--- config.mk ---
export PLATFORM = sky130hd
export DESIGN_NAME = wb_decoder_n
export DESIGN_NICKNAME = d
export VERILOG_FILES = /design/src/rtl/wb_pkg.sv /design/src/rtl/wb_addr_decode.sv /design/src/rtl/wb_decoder_n.sv
export SDC_FILE = /design/constraint.sdc
export NUM_CORES = 1
export LEC_CHECK = 0
export BUFFER_PORTS_ARGS = -buffer_cell sky130_fd_sc_hd__buf_2
export CORE_AREA = 2 2 216 218
export DETAILED_ROUTE_END_ITERATION = 10
export DIE_AREA = 0 0 218 220
export GPL_TIMING_DRIVEN = 0
export SYNTH_ARGS = -nofsm -noshare
export SYNTH_HDL_FRONTEND = slang
export SYNTH_HIERARCHICAL = 1
export SYNTH_SLANG_ARGS = --single-unit
--- constraint.sdc ---
create_clock -name clk_i -period 2.4 [get_ports clk_i]
set_clock_uncertainty 0.05 [all_clocks]
set_input_delay 0.48 -clock clk_i [delete_from_list [all_inputs] [get_ports clk_i]]
set_output_delay 0.48 -clock clk_i [all_outputs]
set_load 0.1 [all_outputs]
--- src/rtl/wb_pkg.sv ---
// rtl/wb_pkg.sv - shared widths, default slave map and FSM state type for the Wishbone decoder
package wb_pkg;

    localparam int WB_DW         = 32;
    localparam int WB_AW         = 32;
    localparam int WB_SW         = WB_DW / 8;
    localparam int WB_NUM_SLAVES = 4;

    localparam logic [WB_AW-1:0] RAM_BASE   = 32'h0000_0000;
    localparam logic [WB_AW-1:0] RAM_MASK   = 32'hFFFF_8000;
    localparam logic [WB_AW-1:0] TIMER_BASE = 32'h8000_0000;
    localparam logic [WB_AW-1:0] TIMER_MASK = 32'hFFFF_F000;
    localparam logic [WB_AW-1:0] UART_BASE  = 32'h8000_1000;
    localparam logic [WB_AW-1:0] UART_MASK  = 32'hFFFF_F000;
    localparam logic [WB_AW-1:0] SPARE_BASE = 32'h8000_2000;
    localparam logic [WB_AW-1:0] SPARE_MASK = 32'hFFFF_F000;

    // Slot 0 occupies the least significant bits
    localparam logic [WB_NUM_SLAVES*WB_AW-1:0] WB_DEF_BASE =
        {SPARE_BASE, UART_BASE, TIMER_BASE, RAM_BASE};
    localparam logic [WB_NUM_SLAVES*WB_AW-1:0] WB_DEF_MASK =
        {SPARE_MASK, UART_MASK, TIMER_MASK, RAM_MASK};

    typedef enum logic [1:0] {
        ST_IDLE   = 2'd0,
        ST_ACTIVE = 2'd1,
        ST_RESP   = 2'd2,
        ST_ERR    = 2'd3
    } wb_state_e;

endpackage

--- src/rtl/wb_addr_decode.sv ---
// rtl/wb_addr_decode.sv - combinational base/mask priority decoder, lowest slot index wins
module wb_addr_decode
    import wb_pkg::*;
#(
    parameter int                         NUM_SLAVES = WB_NUM_SLAVES,
    parameter int                         AW         = WB_AW,
    parameter int                         IW         = 2,
    parameter logic [NUM_SLAVES*AW-1:0]   SLAVE_BASE = '0,
    parameter logic [NUM_SLAVES*AW-1:0]   SLAVE_MASK = '0
) (
    input  logic [AW-1:0] i_adr,
    output logic          o_hit,
    output logic [IW-1:0] o_idx
);

    // Scan from the top so the lowest matching slot is the last assignment
    always_comb begin
        o_hit = 1'b0;
        o_idx = '0;
        for (int k = NUM_SLAVES - 1; k >= 0; k--) begin
            if ((i_adr & SLAVE_MASK[k*AW +: AW]) == SLAVE_BASE[k*AW +: AW]) begin
                o_hit = 1'b1;
                o_idx = IW'(k);
            end
        end
    end

endmodule

--- src/rtl/wb_decoder_n.sv ---
// rtl/wb_decoder_n.sv - 1-master / N-slave Wishbone classic interconnect with decode-miss and time-out errors
module wb_decoder_n
    import wb_pkg::*;
#(
    parameter int                                   WB_DATA_WIDTH  = WB_DW,
    parameter int                                   WB_ADDR_WIDTH  = WB_AW,
    parameter int                                   WB_SEL_WIDTH   = WB_SW,
    parameter int                                   NUM_SLAVES     = WB_NUM_SLAVES,
    parameter logic [NUM_SLAVES*WB_ADDR_WIDTH-1:0]  SLAVE_BASE     = WB_DEF_BASE,
    parameter logic [NUM_SLAVES*WB_ADDR_WIDTH-1:0]  SLAVE_MASK     = WB_DEF_MASK,
    parameter int                                   TIMEOUT_CYCLES = 256
) (
    input  logic                                   clk_i,
    input  logic                                   rst_n_i,
    input  logic [WB_ADDR_WIDTH-1:0]               wbm_adr_i,
    input  logic [WB_DATA_WIDTH-1:0]               wbm_dat_i,
    input  logic [WB_SEL_WIDTH-1:0]                wbm_sel_i,
    input  logic                                   wbm_we_i,
    input  logic                                   wbm_stb_i,
    input  logic                                   wbm_cyc_i,
    output logic                                   wbm_ack_o,
    output logic                                   wbm_err_o,
    output logic [WB_DATA_WIDTH-1:0]               wbm_dat_o,
    output logic [NUM_SLAVES*WB_ADDR_WIDTH-1:0]    wbs_adr_o,
    output logic [NUM_SLAVES*WB_DATA_WIDTH-1:0]    wbs_dat_o,
    output logic [NUM_SLAVES*WB_SEL_WIDTH-1:0]     wbs_sel_o,
    output logic [NUM_SLAVES-1:0]                  wbs_we_o,
    output logic [NUM_SLAVES-1:0]                  wbs_stb_o,
    output logic [NUM_SLAVES-1:0]                  wbs_cyc_o,
    input  logic [NUM_SLAVES-1:0]                  wbs_ack_i,
    input  logic [NUM_SLAVES*WB_DATA_WIDTH-1:0]    wbs_dat_i,
    output logic [WB_ADDR_WIDTH-1:0]               err_addr_o
);

    localparam int IW = (NUM_SLAVES > 1) ? $clog2(NUM_SLAVES) : 1;
    localparam int CW = (TIMEOUT_CYCLES > 0) ? $clog2(TIMEOUT_CYCLES + 1) : 1;

    wb_state_e                  r_state;
    logic [IW-1:0]              r_idx;
    logic [WB_ADDR_WIDTH-1:0]   r_adr;
    logic [WB_DATA_WIDTH-1:0]   r_dat;
    logic [WB_SEL_WIDTH-1:0]    r_sel;
    logic                       r_we;
    logic [NUM_SLAVES-1:0]      r_stb;
    logic                       r_ack;
    logic                       r_err;
    logic [WB_DATA_WIDTH-1:0]   r_rdat;
    logic [WB_ADDR_WIDTH-1:0]   r_err_addr;
    logic [CW-1:0]              r_cnt;

    logic                       w_hit;
    logic [IW-1:0]              w_idx;
    logic [NUM_SLAVES-1:0]      w_onehot;
    logic                       w_ack_sel;
    logic [WB_DATA_WIDTH-1:0]   w_rdat_sel;
    logic                       w_timeout;

    wb_addr_decode #(
        .NUM_SLAVES (NUM_SLAVES),
        .AW         (WB_ADDR_WIDTH),
        .IW         (IW),
        .SLAVE_BASE (SLAVE_BASE),
        .SLAVE_MASK (SLAVE_MASK)
    ) u_decode (
        .i_adr (wbm_adr_i),
        .o_hit (w_hit),
        .o_idx (w_idx)
    );

    always_comb begin
        w_onehot   = '0;
        w_ack_sel  = 1'b0;
        w_rdat_sel = '0;
        for (int k = 0; k < NUM_SLAVES; k++) begin
            w_onehot[k] = (w_idx == IW'(k));
            if (r_idx == IW'(k)) begin
                w_ack_sel  = wbs_ack_i[k];
                w_rdat_sel = wbs_dat_i[k*WB_DATA_WIDTH +: WB_DATA_WIDTH];
            end
        end
    end

    assign w_timeout = (TIMEOUT_CYCLES != 0) && (r_cnt == CW'(TIMEOUT_CYCLES - 1));

    always_ff @(posedge clk_i or negedge rst_n_i) begin
        if (!rst_n_i) begin
            r_state    <= ST_IDLE;
            r_idx      <= '0;
            r_adr      <= '0;
            r_dat      <= '0;
            r_sel      <= '0;
            r_we       <= 1'b0;
            r_stb      <= '0;
            r_ack      <= 1'b0;
            r_err      <= 1'b0;
            r_rdat     <= '0;
            r_err_addr <= '0;
            r_cnt      <= '0;
        end else begin
            r_ack <= 1'b0;
            r_err <= 1'b0;
            case (r_state)
                ST_IDLE: begin
                    if (wbm_cyc_i && wbm_stb_i) begin
                        if (w_hit) begin
                            r_idx   <= w_idx;
                            r_adr   <= wbm_adr_i;
                            r_dat   <= wbm_dat_i;
                            r_sel   <= wbm_sel_i;
                            r_we    <= wbm_we_i;
                            r_stb   <= w_onehot;
                            r_cnt   <= '0;
                            r_state <= ST_ACTIVE;
                        end else begin
                            r_err_addr <= wbm_adr_i;
                            r_err      <= 1'b1;
                            r_state    <= ST_ERR;
                        end
                    end
                end
                ST_ACTIVE: begin
                    // Master abort beats ack, ack beats time-out
                    if (!wbm_cyc_i) begin
                        r_stb   <= '0;
                        r_state <= ST_IDLE;
                    end else if (w_ack_sel) begin
                        r_rdat  <= w_rdat_sel;
                        r_stb   <= '0;
                        r_ack   <= 1'b1;
                        r_state <= ST_RESP;
                    end else if (w_timeout) begin
                        r_stb      <= '0;
                        r_err_addr <= r_adr;
                        r_err      <= 1'b1;
                        r_state    <= ST_ERR;
                    end else if (r_cnt != '1) begin
                        r_cnt <= r_cnt + 1'b1;
                    end
                end
                ST_RESP: r_state <= ST_IDLE;
                ST_ERR:  r_state <= ST_IDLE;
                default: r_state <= ST_IDLE;
            endcase
        end
    end

    assign wbm_ack_o  = r_ack;
    assign wbm_err_o  = r_err;
    assign wbm_dat_o  = r_rdat;
    assign err_addr_o = r_err_addr;
    assign wbs_adr_o  = {NUM_SLAVES{r_adr}};
    assign wbs_dat_o  = {NUM_SLAVES{r_dat}};
    assign wbs_sel_o  = {NUM_SLAVES{r_sel}};
    assign wbs_we_o   = r_stb & {NUM_SLAVES{r_we}};
    assign wbs_stb_o  = r_stb;
    assign wbs_cyc_o  = r_stb;

endmodule

==> Word level (Yosys, flattened, before mapping) <==
Cells that the tools add are included.
Widths: inputs -> output; s select.
{ "word_totals": {"ff_bits": 152, "input_bits": 205, "output_inout_bits": 350, "word_cells": 100} }
{ "classes": {"n_addsub": 1, "n_eq_ne": 23, "mux": 50, "bitwise_logic": 1, "n_reduce_logical": 13} }
{ "op_table": {"columns": ["cell", "n"], "rows": [
  ["$mux 32", 9],
  ["$pmux 32 s2", 1],
  ["$eq 20x20->1 const B", 3],
  ["$mux 9", 6],
  ["$logic_not 32->1", 1],
  ["$mux 4", 5],
  ["$mux 2", 9],
  ["$pmux 9 s2", 1],
  ["$mux 1", 16],
  ["$ne 2x2->1 const B", 7],
  ["$eq 2x2->1 const B", 6],
  ["$add 9x1->9 const B", 1],
  ["$eq 9x8->1 const B", 1],
  ["$ne 9x9->1 const B", 1],
  ["$pmux 4 s2", 1],
  ["$reduce_and 7->1", 1],
  ["$eq 2x1->1 const B", 3],
  ["$logic_not 2->1", 3],
  ["$pmux 2 s3", 1],
  ["$reduce_and 3->1", 2],
  ["$reduce_and 6->1", 1],
  ["$and 4x4->4", 1],
  ["$ne 4x4->1 const B", 1],
  ["$reduce_and 4->1", 1],
  ["other kinds (6)", 6]
]} }

==> Depth between registers and ports, before layout <==
{ "depth": {"word_depth": 9, "mapped_depth": 9, "depth_no_buf": 7} }

==> Hierarchy <==
Netlist, hierarchy kept.
{ "by_module_without_submodules": {"columns": ["module", "instances", "cells_each", "area_each_um2", "seq_area_each_um2"], "rows": [
  ["wb_decoder_n", 1, 877, 8594.5, 3803.6],
  ["wb_addr_decode", 1, 10, 82.6, 0.0]
]} }

==> Worst setup path before layout <==
OpenSTA, ideal clock, no wires.
{ "synth_path": {"kind": "register -> register", "startpoint": "reg r_cnt[2]", "endpoint": "reg r_cnt[3]", "setup_ns": 0.078, "t_arrival_ns": 2.430, "required_time_ns": 2.272, "slack_ns": -0.158, "path_stages_with_launch": 8, "n_path_buf": 0, "synth_period_minus_slack_ns": 2.558, "cell_sequence": "dfrtp_1 > and4_1 > and4_1 > ha_1 > or3b_2 > a221o_1 > or4_1 > a21oi_1"} }
{ "synth_between": {"elab_chain_cells": 6, "elab_cells_between_ends": 11, "cone_classes": "add/sub: 1; eq/ne: 4; mux: 5; reduce/logical: 1"} }
{ "synth_rtl": {"columns": ["item", "line", "source"], "rows": [
  ["start: declaration", "wb_decoder_n.sv:49", "logic [CW-1:0] r_cnt;"],
  ["start signal: assignment", "wb_decoder_n.sv:137", "r_cnt <= r_cnt + 1'b1;"],
  ["$add 9x1->9", "wb_decoder_n.sv:137", null],
  ["$mux 9", "wb_decoder_n.sv:136", "end else if (r_cnt != '1) begin"],
  ["$mux 9", "wb_decoder_n.sv:131", "end else if (w_timeout) begin"],
  ["$mux 9", "wb_decoder_n.sv:126", "end else if (w_ack_sel) begin"],
  ["$mux 9", "wb_decoder_n.sv:123", "if (!wbm_cyc_i) begin"],
  ["$pmux 9 s2", "wb_decoder_n.sv:102", "case (r_state)"]
]} }
Parallel ways exist; a longest one is shown, timed or not. The select of a mux whose other input is x is not followed.
A chain may end at the register's enable or synchronous reset.

==> Worst setup path in the final report <==
{ "layout_path": {"startpoint": "reg r_cnt[1]", "endpoint": "reg r_cnt[5]"} }
The elaborated chain is that of the path after synthesis.

==> results.yml <==
power_and_ir_drop:
  combPwrFrac_pct: 38.9
  p_int_mw: 5.297
  p_leak_nw: 7.844
  swShare_pct: 45.50
  pwr-share-seq_pct: 31.7
  p_per_area_nw_per_um2: 735.5
  peakVddDrop_uv: 516.4
  total_power_mw: 9.720
  p_clk_share_pct: 29.3
  power.switching_mw: 4.423
finish:
  drive_gt1_share_pct: 64.63
  layout.nets: 1688
  area_growth_syn_to_layout_pct: 52.30
  fillerInstances: 4799
  final_common_cell: "buf_2"
  most-common-layout-cells: "buf_2, nand2_1, buf_4"
yosys:
  syn_inst: 887
  yosys.area_share.simple_pct: 16.47
  synth_seq_cells: 152
  ys_warn_count: 6
  yosys.area_share.adder_pct: 0.4326
  yosysTopAreaCellShare_pct: 43.84
  syn_area_per_cell_um2: 9.782
  synth_compound_area_share_pct: 2.120
  yosysTopAreaCell: "dfrtp_1"
  synthTopCellsByArea: "dfrtp_1, buf_4, nand2_1"
  seq_area_frac_synth_pct: 43.84
  synth_top_family_by_area: "buffers and inverters"
  synth_nets: 1095
  synth_cell_types: 38
  syn_area_um2: 8677
  synth.mux.area_fraction_pct: 16.87
  synth-xor-area-share_pct: 0.1009
global_route:
  grt_use_total_pct: 12.70
  grt_max_degree: 91
  grt_pass1_wl_um: 44830
  grt_overflow_total: 0
  grt_pass1_vias: 7694
  antenna_found_initial: 5
detailed_routing:
  dr.pass1.iters: 6
  via_count: 8249
  wirelength_um: 31920
  drtAntennaViolNets: 0
  drc_errors: 0
  avgViaCountPerCell: 3.924
  routedWlPerCell_um: 15.19
  drtIter0Drc: 394
cts:
  h-tree-depth: 4
  path_clk_slew_ns: 0.07
  worstSkewPairLatency_ns: 0.48
  cts_tree: "done"
  clockRootBuffer: "clkbuf_16"
  numClockSinks: 152
  numCtsBuffers: 17
  ctsLongestPathBuffers: 2
floorplan:
  die_height_um: 220
  start_util_pct: 18.92
  ioPinCount: 555
  dieArea_um2: 47960
  core.rowCount: 79
  core_um2: 45860
  die_w_um: 218
status:
  violations: "negative setup slack"
  status: "finished with violations"
timing:
  worst_slew_pin_slew_ns: 0.8342
  setup_violations: 5
  relSlewSlack_pct: 44.39
  setup_ws_ns: -0.1492
  finalCriticalPeriod_ns: 2.549
  slew_violations: 0
  finalHoldViolCount: 0
  fin_tns_setup_ns: -0.4790
  post-route-period-util_pct: 106.2
  rsz0062_at_grt: "true"
  whs_ns: 0.1352
  fmax_mhz: 392.3
critical_path:
  r2r_slack_ns: -0.15
  start_kind: "flip-flop"
  r2r_start: "r_cnt[1]"
  critPathRequiredTime_ns: 2.75
  path_buf_inv: 0
  arrival_ns: 2.90
  slowest_stage: "or4_4"
  reg2reg_depth: 7
  critPathMaxStageDelay_ns: 0.56
  worstReg2RegEnd: "r_cnt[5]"
  critical_path.max_fanout: 4
  path_cells: "ha_2, and4_4, ha_4, or3b_4, a221o_1, or4_4, a21oi_2"
  end_kind: "flip-flop"
  critPathKind: "reg2reg"
  cp_top_family: "simple AND/OR/NAND/NOR gates"
placed_design:
  hpwl_um: 25280
  globalplace.congestion: 0.8055
  buffer_ports.inserted: 554
job:
  max_cap_viol_count: 0
worst_hold_path:
  hold_path_end: "r_dat[17]"
  min-delay-path-class: "in2reg"
  holdPathStages: 3
  hp-start: "wbm_dat_i[17]"
## worst max path at each step
stage | from | end | slack [ns] | cells after the start
floorplan | r_cnt[0] | r_cnt[3] | -0.05 | 7
global placement | wbm_adr_i[16] | r_adr[8] | -2.27 | 10
detailed placement | wbm_adr_i[16] | r_adr[7] | -2.19 | 10
CTS | r_cnt[2] | r_cnt[5] | -0.13 | 7
global route | r_cnt[1] | r_cnt[5] | -0.18 | 7
finish | r_cnt[1] | r_cnt[5] | -0.15 | 7
## final cells by class
class                           count  area [um2]  area share, %
Tap cell                          607       759.5          5.747
Buffer                            243        1749          13.24
Sequential cell                   152        3804          28.78
Clock buffer                       18       429.2          3.247
Clock inverter                     14       171.4          1.297
Multi-Input combinational cell    482        3266          24.71
Timing Repair Buffer              579        3013          22.80
Inverter                            5       18.77         0.1420
Antenna cell                        2       5.005        0.03787
## Yosys cell counts
cell / instances
a311o_1: 1
nand2_1: 316
a31oi_1: 1
a22o_1: 1
mux4_2: 33
nor4b_2: 2
nor3_1: 2
o21ai_0: 6
o31ai_1: 4
nor2b_1: 1
or3_1: 3
mux2_2: 64
o2bb2ai_1: 1
ha_1: 3
a221o_1: 1
or3b_2: 2
and2_1: 4
nor4_1: 4
buf_4: 208
a21oi_1: 8
dfrtp_1: 152
or2_2: 1
a21o_1: 3
buf_6: 1
nand4_1: 2
nor2_1: 4
buf_2: 7
clkbuf_1: 32
inv_1: 5
xnor2_1: 1
a211oi_1: 1
nand3_1: 2
nand2b_1: 3
nand3b_1: 1
buf_1: 1
or4_1: 3
a32o_1: 1
and4_1: 2
## per-layer routing
layer / track usage, % / vias up / routed length, um
met5: 0 / - / 36
met4: 4.898 / 6 / 653
met3: 4.030 / 44 / 2313
met2: 22.34 / 358 / 16490
met1: 14.26 / 3963 / 12430
li1: - / 3878 / -
## power groups by stage
stage          clock, mW  combinational, mW  sequential, mW
2_1_floorplan          0              0.487            5.53
3_3_place_gp           0               3.67            3.13
3_5_place_dp           0               3.70            3.14
4_1_cts             2.96               3.79            3.09
5_1_grt             3.04               3.92            3.13
6_report            2.85               3.79            3.09
## flip-flops by register name, indices dropped and copies added, names as in the netlist
signal and cells:
wbm_dat_o 32, err_addr_o 32, wbs_cyc_o 4, wbm_err_o 1
r_dat 32, wbm_ack_o 1, r_state 2, r_adr 32
r_sel 4, r_idx 2, r_cnt 9, r_we 1
## stage by stage
stage,utilization [%],instances,worst slack (ns),cell area (um2)
2_1_floorplan,-,887,-0.05387,8687
3_3_place_gp,26.64,2048,-2.271,12220
3_5_place_dp,26.72,2049,-2.193,12260
4_1_cts,28.61,2095,-0.1293,13120
5_1_grt,28.80,2100,-0.1827,13210
6_report,28.81,2102,-0.1492,13220
## worst min-delay path: stages
cell and delay (ns):
buf_2 0.07, nand2_1 0.04, nand2_1 0.04
## what timing repair did
item                       CTS  global route
hold buffers                 1             0
setup buffers               16             7
cloned                       1             0
hold endpoints to repair    62             0
pin swaps                   14            13
gates resized for setup     38            34
setup endpoints to repair  146           137
## cell families after synthesis
kind of cell / Yosys count
XOR/XNOR: 1
multiplexers: 97
adder cells (fa/ha/maj): 3
buffers and inverters: 254
flip-flops: 152
AND/OR/NAND/NOR: 352
AO/OA/AOI/OAI: 28
Note: power is estimated with default switching activity, not from simulation.
